[src/rtl/pattern_scan_ctrl_if.sv]
// pattern_scan_ctrl_if
//   Serial bit-source handshake between a bit producer and pattern_scan_ctrl.
//   din        : serial data bit (source -> controller)
//   din_valid  : din is valid this cycle (source -> controller)
//   din_ready  : controller accepts din this cycle (controller -> source)
//   master     : bit source side
//   slave      : controller side
interface pattern_scan_ctrl_if;
    logic din;
    logic din_valid;
    logic din_ready;

    modport master (output din, output din_valid, input din_ready);
    modport slave  (input din, input din_valid, output din_ready);
endinterface

[src/rtl/pattern_scan_ctrl.sv]
// pattern_scan_ctrl
//   Sequences a serial shift-register pattern detector over a bounded frame.
//   A start with a valid config latches pattern/length/overlap/frame length and
//   begins a scan. Bits are pulled through the slave handshake, matches are
//   counted and the position of the first match is recorded. A one-cycle done
//   pulse marks frame completion.
// Ports:
//   clk, reset        : clock, synchronous active-high reset
//   start, abort      : arm request (IDLE only), cancel (SCAN only)
//   cfg_pattern       : target pattern, right-aligned, newest bit is bit 0
//   cfg_len           : pattern length 1..PAT_W
//   cfg_overlap       : 1 = overlapping matches allowed
//   cfg_frame_len     : bits per frame 1..2^LEN_W-1
//   bits              : serial bit handshake (din, din_valid, din_ready)
//   busy              : high in SCAN and DONE
//   match             : one-cycle pulse per detected match
//   found, first_pos  : a match was seen / index of the first match
//   match_count       : saturating match counter
//   done, err         : frame-complete pulse / rejected-start pulse
// PAT_W must be at least 2.
module pattern_scan_ctrl #(
    parameter int PAT_W = 3,
    parameter int CNT_W = 8,
    parameter int LEN_W = 8,
    localparam int LW = $clog2(PAT_W + 1)
) (
    input  logic                 clk,
    input  logic                 reset,
    input  logic                 start,
    input  logic                 abort,
    input  logic [PAT_W-1:0]     cfg_pattern,
    input  logic [LW-1:0]        cfg_len,
    input  logic                 cfg_overlap,
    input  logic [LEN_W-1:0]     cfg_frame_len,
    pattern_scan_ctrl_if.slave   bits,
    output logic                 busy,
    output logic                 match,
    output logic                 found,
    output logic [LEN_W-1:0]     first_pos,
    output logic [CNT_W-1:0]     match_count,
    output logic                 done,
    output logic                 err
);

    typedef enum logic [1:0] {
        S_IDLE,
        S_SCAN,
        S_DONE
    } state_t;

    state_t state, state_nx;

    logic [PAT_W-1:0] sr, sr_nx, pat_q, mask;
    logic [LW-1:0]    len_q, fill;
    logic             ovl_q;
    logic [LEN_W-1:0] flen_q, idx;
    logic             cfg_ok, arm, accept, hit, last_bit;

    always_comb begin
        cfg_ok   = (cfg_len != '0) && (cfg_len <= LW'(PAT_W)) && (cfg_frame_len != '0);
        arm      = (state == S_IDLE) && start && cfg_ok;
        accept   = (state == S_SCAN) && !abort && bits.din_valid;
        sr_nx    = {sr[PAT_W-2:0], bits.din};
        mask     = '0;
        for (int unsigned i = 0; i < PAT_W; i++) begin
            mask[i] = (32'(len_q) > i);
        end
        // fill is the pre-update value, so the window holds fill+1 bits after this accept
        hit      = accept
                && (({1'b0, fill} + (LW+1)'(1)) >= {1'b0, len_q})
                && ((sr_nx & mask) == (pat_q & mask));
        last_bit = accept && (idx == flen_q - 1'b1);
    end

    always_comb begin
        state_nx       = state;
        busy           = 1'b0;
        done           = 1'b0;
        bits.din_ready = 1'b0;
        case (state)
            S_IDLE: begin
                if (arm) state_nx = S_SCAN;
            end
            S_SCAN: begin
                busy           = 1'b1;
                bits.din_ready = !abort;
                if (abort)         state_nx = S_IDLE;
                else if (last_bit) state_nx = S_DONE;
            end
            S_DONE: begin
                busy     = 1'b1;
                done     = 1'b1;
                state_nx = S_IDLE;
            end
            default: state_nx = S_IDLE;
        endcase
    end

    always_ff @(posedge clk) begin
        if (reset) begin
            state       <= S_IDLE;
            sr          <= '0;
            fill        <= '0;
            idx         <= '0;
            pat_q       <= '0;
            len_q       <= '0;
            ovl_q       <= 1'b0;
            flen_q      <= '0;
            match       <= 1'b0;
            found       <= 1'b0;
            first_pos   <= '0;
            match_count <= '0;
            err         <= 1'b0;
        end else begin
            state <= state_nx;
            match <= hit;
            err   <= (state == S_IDLE) && start && !cfg_ok;
            if (arm) begin
                pat_q       <= cfg_pattern;
                len_q       <= cfg_len;
                ovl_q       <= cfg_overlap;
                flen_q      <= cfg_frame_len;
                sr          <= '0;
                fill        <= '0;
                idx         <= '0;
                match_count <= '0;
                found       <= 1'b0;
                first_pos   <= '0;
            end else if (accept) begin
                sr  <= sr_nx;
                idx <= idx + 1'b1;
                if (hit && !ovl_q)      fill <= '0;
                else if (fill < len_q)  fill <= fill + 1'b1;
                if (hit) begin
                    if (match_count != '1) match_count <= match_count + 1'b1;
                    if (!found) begin
                        found     <= 1'b1;
                        first_pos <= idx;
                    end
                end
            end
        end
    end

endmodule

[src/flat_wrapper.sv]
// flat-port wrapper written by rule: the top's interface ports become plain ports
module pattern_scan_ctrl_flat 
#(
    parameter int PAT_W = 3,
    parameter int CNT_W = 8,
    parameter int LEN_W = 8,
    localparam int LW = $clog2(PAT_W + 1)
)
  (clk, reset, start, abort, cfg_pattern, cfg_len, cfg_overlap, cfg_frame_len, busy, match, found, first_pos, match_count, done, err, bits_din, bits_din_valid, bits_din_ready);
  pattern_scan_ctrl_if bits_i ();
  input  logic clk;
  input  logic reset;
  input  logic start;
  input  logic abort;
  input  logic [PAT_W-1:0] cfg_pattern;
  input  logic [LW-1:0] cfg_len;
  input  logic cfg_overlap;
  input  logic [LEN_W-1:0] cfg_frame_len;
  output logic busy;
  output logic match;
  output logic found;
  output logic [LEN_W-1:0] first_pos;
  output logic [CNT_W-1:0] match_count;
  output logic done;
  output logic err;
  input wire logic [$bits(bits_i.din)-1:0] bits_din;
  input wire logic [$bits(bits_i.din_valid)-1:0] bits_din_valid;
  output wire logic [$bits(bits_i.din_ready)-1:0] bits_din_ready;
  assign bits_i.din = bits_din;
  assign bits_i.din_valid = bits_din_valid;
  assign bits_din_ready = bits_i.din_ready;
  pattern_scan_ctrl #(.PAT_W(PAT_W), .CNT_W(CNT_W), .LEN_W(LEN_W)) u_core (.clk(clk), .reset(reset), .start(start), .abort(abort), .cfg_pattern(cfg_pattern), .cfg_len(cfg_len), .cfg_overlap(cfg_overlap), .cfg_frame_len(cfg_frame_len), .bits(bits_i), .busy(busy), .match(match), .found(found), .first_pos(first_pos), .match_count(match_count), .done(done), .err(err));
endmodule
[config.mk]
export PLATFORM = sky130hd
export DESIGN_NAME = pattern_scan_ctrl_flat
export DESIGN_NICKNAME = d
export VERILOG_FILES = /design/src/rtl/pattern_scan_ctrl_if.sv /design/src/rtl/pattern_scan_ctrl.sv /design/src/flat_wrapper.sv
export SDC_FILE = /design/constraint.sdc
export NUM_CORES = 1
export LEC_CHECK = 0
export BUFFER_PORTS_ARGS = -buffer_cell sky130_fd_sc_hd__buf_2
export CAP_MARGIN = 30
export CORE_MARGIN = 4
export CORE_UTILIZATION = 35
export DETAILED_ROUTE_END_ITERATION = 10
export GPL_TIMING_DRIVEN = 0
export PLACE_DENSITY = 0.56
export SYNTH_ARGS = -nofsm -noshare
export SYNTH_HDL_FRONTEND = slang
export SYNTH_SLANG_ARGS = --single-unit
export TNS_END_PERCENT = 50
[constraint.sdc]
create_clock -name clk -period 2.24 [get_ports clk]
set_input_delay 0.112 -clock clk [delete_from_list [all_inputs] [get_ports clk]]
set_output_delay 0.112 -clock clk [all_outputs]
set_load 0.05 [all_outputs]
Word level (Yosys, flattened, before mapping)
Cells that the tools add are included.
{"block": "word_totals", "output_inout_bits": 22, "wordCells": 68, "regBits": 47}
{"block": "op_classes", "reduce_logical": 25, "magnitude_cmp": 6, "eq_ne": 7, "bitwise": 3, "mux": 9, "addsub": 5}
{"op": "adder 8 x 1 -> 8 bit (second input constant)", "n": 2}
{"op": "logical AND 1 bit", "n": 11}
{"op": "two-way mux 2 bit", "n": 5}
{"op": "== test 8 bit", "n": 1}
{"op": "inequality test 8 bit (second input constant)", "n": 1}
{"op": "nonzero test 8 bit", "n": 1}
{"op": "subtractor 8 x 1 -> 8 bit (second input constant)", "n": 1}
{"op": "bitwise AND 3 bit", "n": 2}
{"op": "AND reduction 2 bit", "n": 3}
{"op": "AND reduction 3 bit", "n": 2}
{"op": "> comparator 2 x 1 -> 1 bit (second input constant)", "n": 2}
{"op": "one-hot mux 2 bit (2 select lines)", "n": 1}
{"op": "nonzero test 2 bit", "n": 2}
{"op": "OR reduction 2 bit", "n": 2}
{"op": "adder 2 x 1 -> 3 bit (second input constant)", "n": 1}
{"op": "== test 3 bit", "n": 1}
{"op": "greater-or-equal comparator 3 x 2 -> 1 bit", "n": 1}
{"op": "zero test 1 bit", "n": 3}
{"op": "two-way mux 1 bit", "n": 3}
{"op": "inequality test 3 x 2 -> 1 bit (second input constant)", "n": 1}
{"op": "adder 2 x 1 -> 2 bit (second input constant)", "n": 1}
{"op": "== test 2 x 1 -> 1 bit (second input constant)", "n": 1}
{"op": "== test 2 bit (second input constant)", "n": 1}
{"op": "> comparator 2 bit (second input constant)", "n": 1}
{"op": "other kinds (5)", "n": 5}

Longest topological paths before layout
{"block": "depth", "word_depth": 8, "ltp_mapped": 10, "mapped_depth_nobuf": 9}

Worst setup path before layout
Ideal clock, no wire load.
{"block": "synth_path", "path_type": "register to register", "start": "register u_core.fill[0]", "end": "register u_core.match_count[6]", "required_time_ns": 2.112, "setup_slack_ns": -0.042, "setup_time_ns": 0.128, "t_arrival_ns": 2.154, "period_less_slack_ns": 2.282, "path_buffers": 1, "stages_incl_launch_ff": 10, "path_cell_list": "dfxtp_1 inv_1 fa_1 a211o_1 a221oi_2 o21ai_2 buf_6 nor4_1 xnor2_1 nor2_1"}
{"block": "synth_between", "elab_chain_cells": 5}
{"element": "from (decl)", "line_no": "pattern_scan_ctrl.sv:54", "text": "logic [LW-1:0] len_q, fill;"}
{"element": "from (signal assigned)", "line_no": "pattern_scan_ctrl.sv:133", "text": "else if (fill < len_q) fill <= fill + 1'b1;"}
{"element": "adder 2 x 1 -> 3 bit", "line_no": "pattern_scan_ctrl.sv:70", "text": "&& (({1'b0, fill} + (LW+1)'(1)) >= {1'b0, len_q})"}
{"element": "greater-or-equal comparator 3 x 2 -> 1 bit", "line_no": "pattern_scan_ctrl.sv:70"}
{"element": "logical AND 1 bit", "line_no": "pattern_scan_ctrl.sv:70"}
{"element": "logical AND 1 bit", "line_no": "pattern_scan_ctrl.sv:71", "text": "&& ((sr_nx & mask) == (pat_q & mask));"}
{"element": "AND reduction 3 bit (no line)"}
{"element": "to (signal assigned)", "line_no": "pattern_scan_ctrl.sv:135", "text": "if (match_count != '1) match_count <= match_count + 1'b1;"}
{"element": "to (decl)", "line_no": "pattern_scan_ctrl.sv:40", "text": "output logic [CNT_W-1:0] match_count,"}
Every way passes these cells.
A chain may end at the register's enable or synchronous reset.

Final worst setup path
{"block": "layout_path", "start": "register u_core.fill[1]", "end": "register u_core.match_count[3]"}
The elaborated chain is that of the path after synthesis.

==> out/qor.txt <==
result of the run: finished, final reports clean
crit path max fanout: 7
setup repair after global routing missed its margin: yes
worst reg-to-reg setup slack: 50 ps
instance count on the critical path: 9
Floorplan Core Area: 6390 sq um
number of buffers added by the clock tree synthesis step: 5
Critical Path RT: 2440 ps
# DRC: 0
HP Class: in2reg
max frequency: 456 MHz
actual transition at the worst max-transition pin: 1010 ps
via count of the first global-routing pass: 1807
share of flip-flops with an asynchronous set or reset: 0%
average wire per cell in the routed design: 13.6 microns
Worst Path Arrival: 2390 ps
most used flip-flop cell after synthesis: dfxtp_1
share of synthesized area occupied by flip-flops and latches: 40.6%
latest clock arrival within the worst-skew pair: 300 ps
violation count after the first detailed-routing iteration: 79
number of enable flip-flop cells after synthesis: 0
Clock Tree Buf Depth: 2
fillcell total: 663
1st-pass router iterations: 4
Tcrit/Tclk final: 97.8%
CP bufs+invs: 2
half-perimeter wire length after detailed placement: 3800 microns
clock tree from TritonCTS: yes
Area growth syn-to-layout: 22.4%
critical path startpoint category: flop
total count of hold-check failures in the final report: 0
count of buffers inserted at the top-level ports: 40
flip-flop and latch area: 945 sq um
post-route standard cell area excluding fillers: 2830 sq um
H-tree Lvls: 2
clock tree skew after final layout: 7.63 ps
class of the most critical setup path: reg2reg
Pwr Density: 572 nW/um^2
endpoint of the most critical register-to-register path: u_core.match_count[3]
antenna cells: 0
row cnt: 29
P_leak: 1.12 nW
wire length of the first global-routing pass: 8780 microns
Die Outline Area: 7980 sq um
Root Buffer Master: clkbuf_8
Multi-input gate area: 1360 sq um
number of nets still failing antenna checks after routing: 0
met3 routing resource usage after global routing: 3.50%
leading post-synthesis cells by cell area: dfxtp_1 (41%), mux2i_1 (10%), nor2_1 (6.8%)
met1 global-route usage: 19.9%
Slew Viols, Final: 0
Final nets: 338
count of state elements after synthesis: 47
clock slew at the register clock pins of the worst setup and hold paths: 90 ps
WL final: 5230 microns
total nets after synthesis: 288
initial antenna violation count: 0
relative slew slack: 32.7%
synthesized instance count: 257
met2 capacity usage during global routing: 21.1%
Final Critical Period: 2190 ps
setup violators final: 0
maximum number of pins on one net before global-route repair: 15
max-cap viol count: 0
crit-path cells: inv_2, fa_1, a211o_1, a221oi_2, o21ai_2, buf_6, nor3_2, xnor2_1, nor2_1
combined area of all synthesized cells: 2310 sq um
GR Util All Layers: 14.1%
Critical Path Max Stage Delay: 430 ps
number of clock sinks: 47
Yosys warning count: 0
most frequently used cell type in the post-synthesis netlist: dfxtp_1
detail-routed via count per cell: 4.86
synth cell count leaders: dfxtp_1 (47), nor2_1 (42), mux2i_1 (24), nand2_1 (17), xnor2_1 (16)
top cell type's share of synthesized area: 40.6%
Initial Utilization: 36.2%
ports placed on the boundary: 42
share of post-route cells with drive strength above 1: 25.6%
kind of end point of the critical path: flop
Die Span X: 89.3 microns
number of buffers inserted by hold repair at cts: 0
Peak VDD IR: 255 uV
CP Capture Point: u_core.match_count[3]
Yosys cell types: 42
mean area per synthesized cell: 9.01 sq um
cell accounting for the most synthesized area: dfxtp_1
Worst setup startpoint: u_core.fill[1]
die span in y: 89.3 microns
overall power of the completed layout: 1.62 mW
reg-to-reg startpoint: u_core.fill[1]
delay-heaviest family, CP: compound AO/OA/AOI/OAI gates
routability cong.: 0.824
Remaining Overflow, GRT: 0
via total after detailed routing: 1870
reg2reg path depth: 9
most used routing layer in global routing: met2
Finished Core Util: 44.4%
Slowest cell on crit path: fa_1
placed instance area: 2610 sq um
-- cell usage in the layout (no fill, tap or decap), types with 6 or more instances in the layout --
cell and instances:
buf_2 44, dfxtp_1 44, nor2_1 41, mux2i_1 24, nand2_1 17, xnor2_1 16
xor2_1 10, ha_1 10, a21oi_1 9, inv_1 8, clkbuf_1 6, nand3_1 6
nor3_1 6
-- how the worst min path moves through the flow --
| stage | start | to | slack (ps) | cells past startpoint |
|---|---|---|---|---|
| finish | cfg_pattern[0] | u_core.pat_q[0] | 50 | 3 |
| global route | bits_din | u_core.sr[0] | 70 | 3 |
| CTS | cfg_pattern[0] | u_core.pat_q[0] | 40 | 3 |
| detailed placement | cfg_pattern[2] | u_core.pat_q[2] | 360 | 3 |
| global placement | cfg_pattern[0] | u_core.pat_q[0] | 360 | 3 |
| floorplan | bits_din | u_core.sr[0] | 250 | 2 |
-- worst min-delay path, stage by stage --
cell	delay [ps]
buf_2	80
mux2i_1	50
nor2_1	70
-- sequential cells by signal, indices dropped and copies added, names as in the netlist --
signal              count
u_core.match            1
u_core.first_pos        8
u_core.match_count      8
u_core.flen_q           8
u_core.ovl_q            1
u_core.found            1
u_core.len_q            2
u_core.pat_q            3
u_core.sr               2
u_core.err              1
u_core.state            2
u_core.idx              8
u_core.fill             2
-- routing by layer --
layer | vias up | wire length [microns]
met2 | 36 | 2210
met1 | 849 | 2670
li1 | 980 | -
met3 | 5 | 284
met4 | 0 | 53
met5 | - | 0
-- kinds of logic (layout without fill, tap and decap cells) --
kind of cell	after synthesis	count (layout)	synth area share (%)
xor gates and xnor gates	26	26	9.84
DFF	47	47	40.6
and+or+nand+nor	98	98	19.8
adders and majority gates	11	11	6.27
buffers and inverters	23	74	4.70
AOI/OAI and AO/OA	28	28	8.38
muxes	24	24	10.4
-- report_power, final --
part | total, mW | internal (mW) | switching (mW) | leakage [nW]
registers | 0.881 | 0.857 | 0.0235 | 0.382
clock network | 0.500 | 0.218 | 0.282 | 0.0412
logic | 0.239 | 0.0996 | 0.140 | 0.698
-- stage by stage --
step	hold WS (ps)	setup WS, ps	std cells	setup TNS [ps]
CTS	42.9	6.17	384	0
floorplan	248	-41.8	257	-159
detailed placement	357	-256	374	-2840
finish	48.3	48.8	385	0
global route	69.3	-99.4	385	-1030
global placement	356	-234	374	-2490
-- repair_timing --
item	4_1_cts	5_1_grt
resized for setup	10	15
pin swaps	5	9
buffers inserted	2	1
gates cloned	0	0
setup endpoints to repair	14	21
-- cell type report --
cell class                      count  share of cell area, %
Buffer                             13                   2.74
Clock buffer                        6                   2.56
Clock inverter                      2                  0.442
Inverter                           10                   1.32
Multi-Input combinational cell    187                   47.9
Sequential cell                    47                   33.3
Tap cell                           77                   3.40
Timing Repair Buffer               43                   8.30
(Power assumes the default switching activity.)
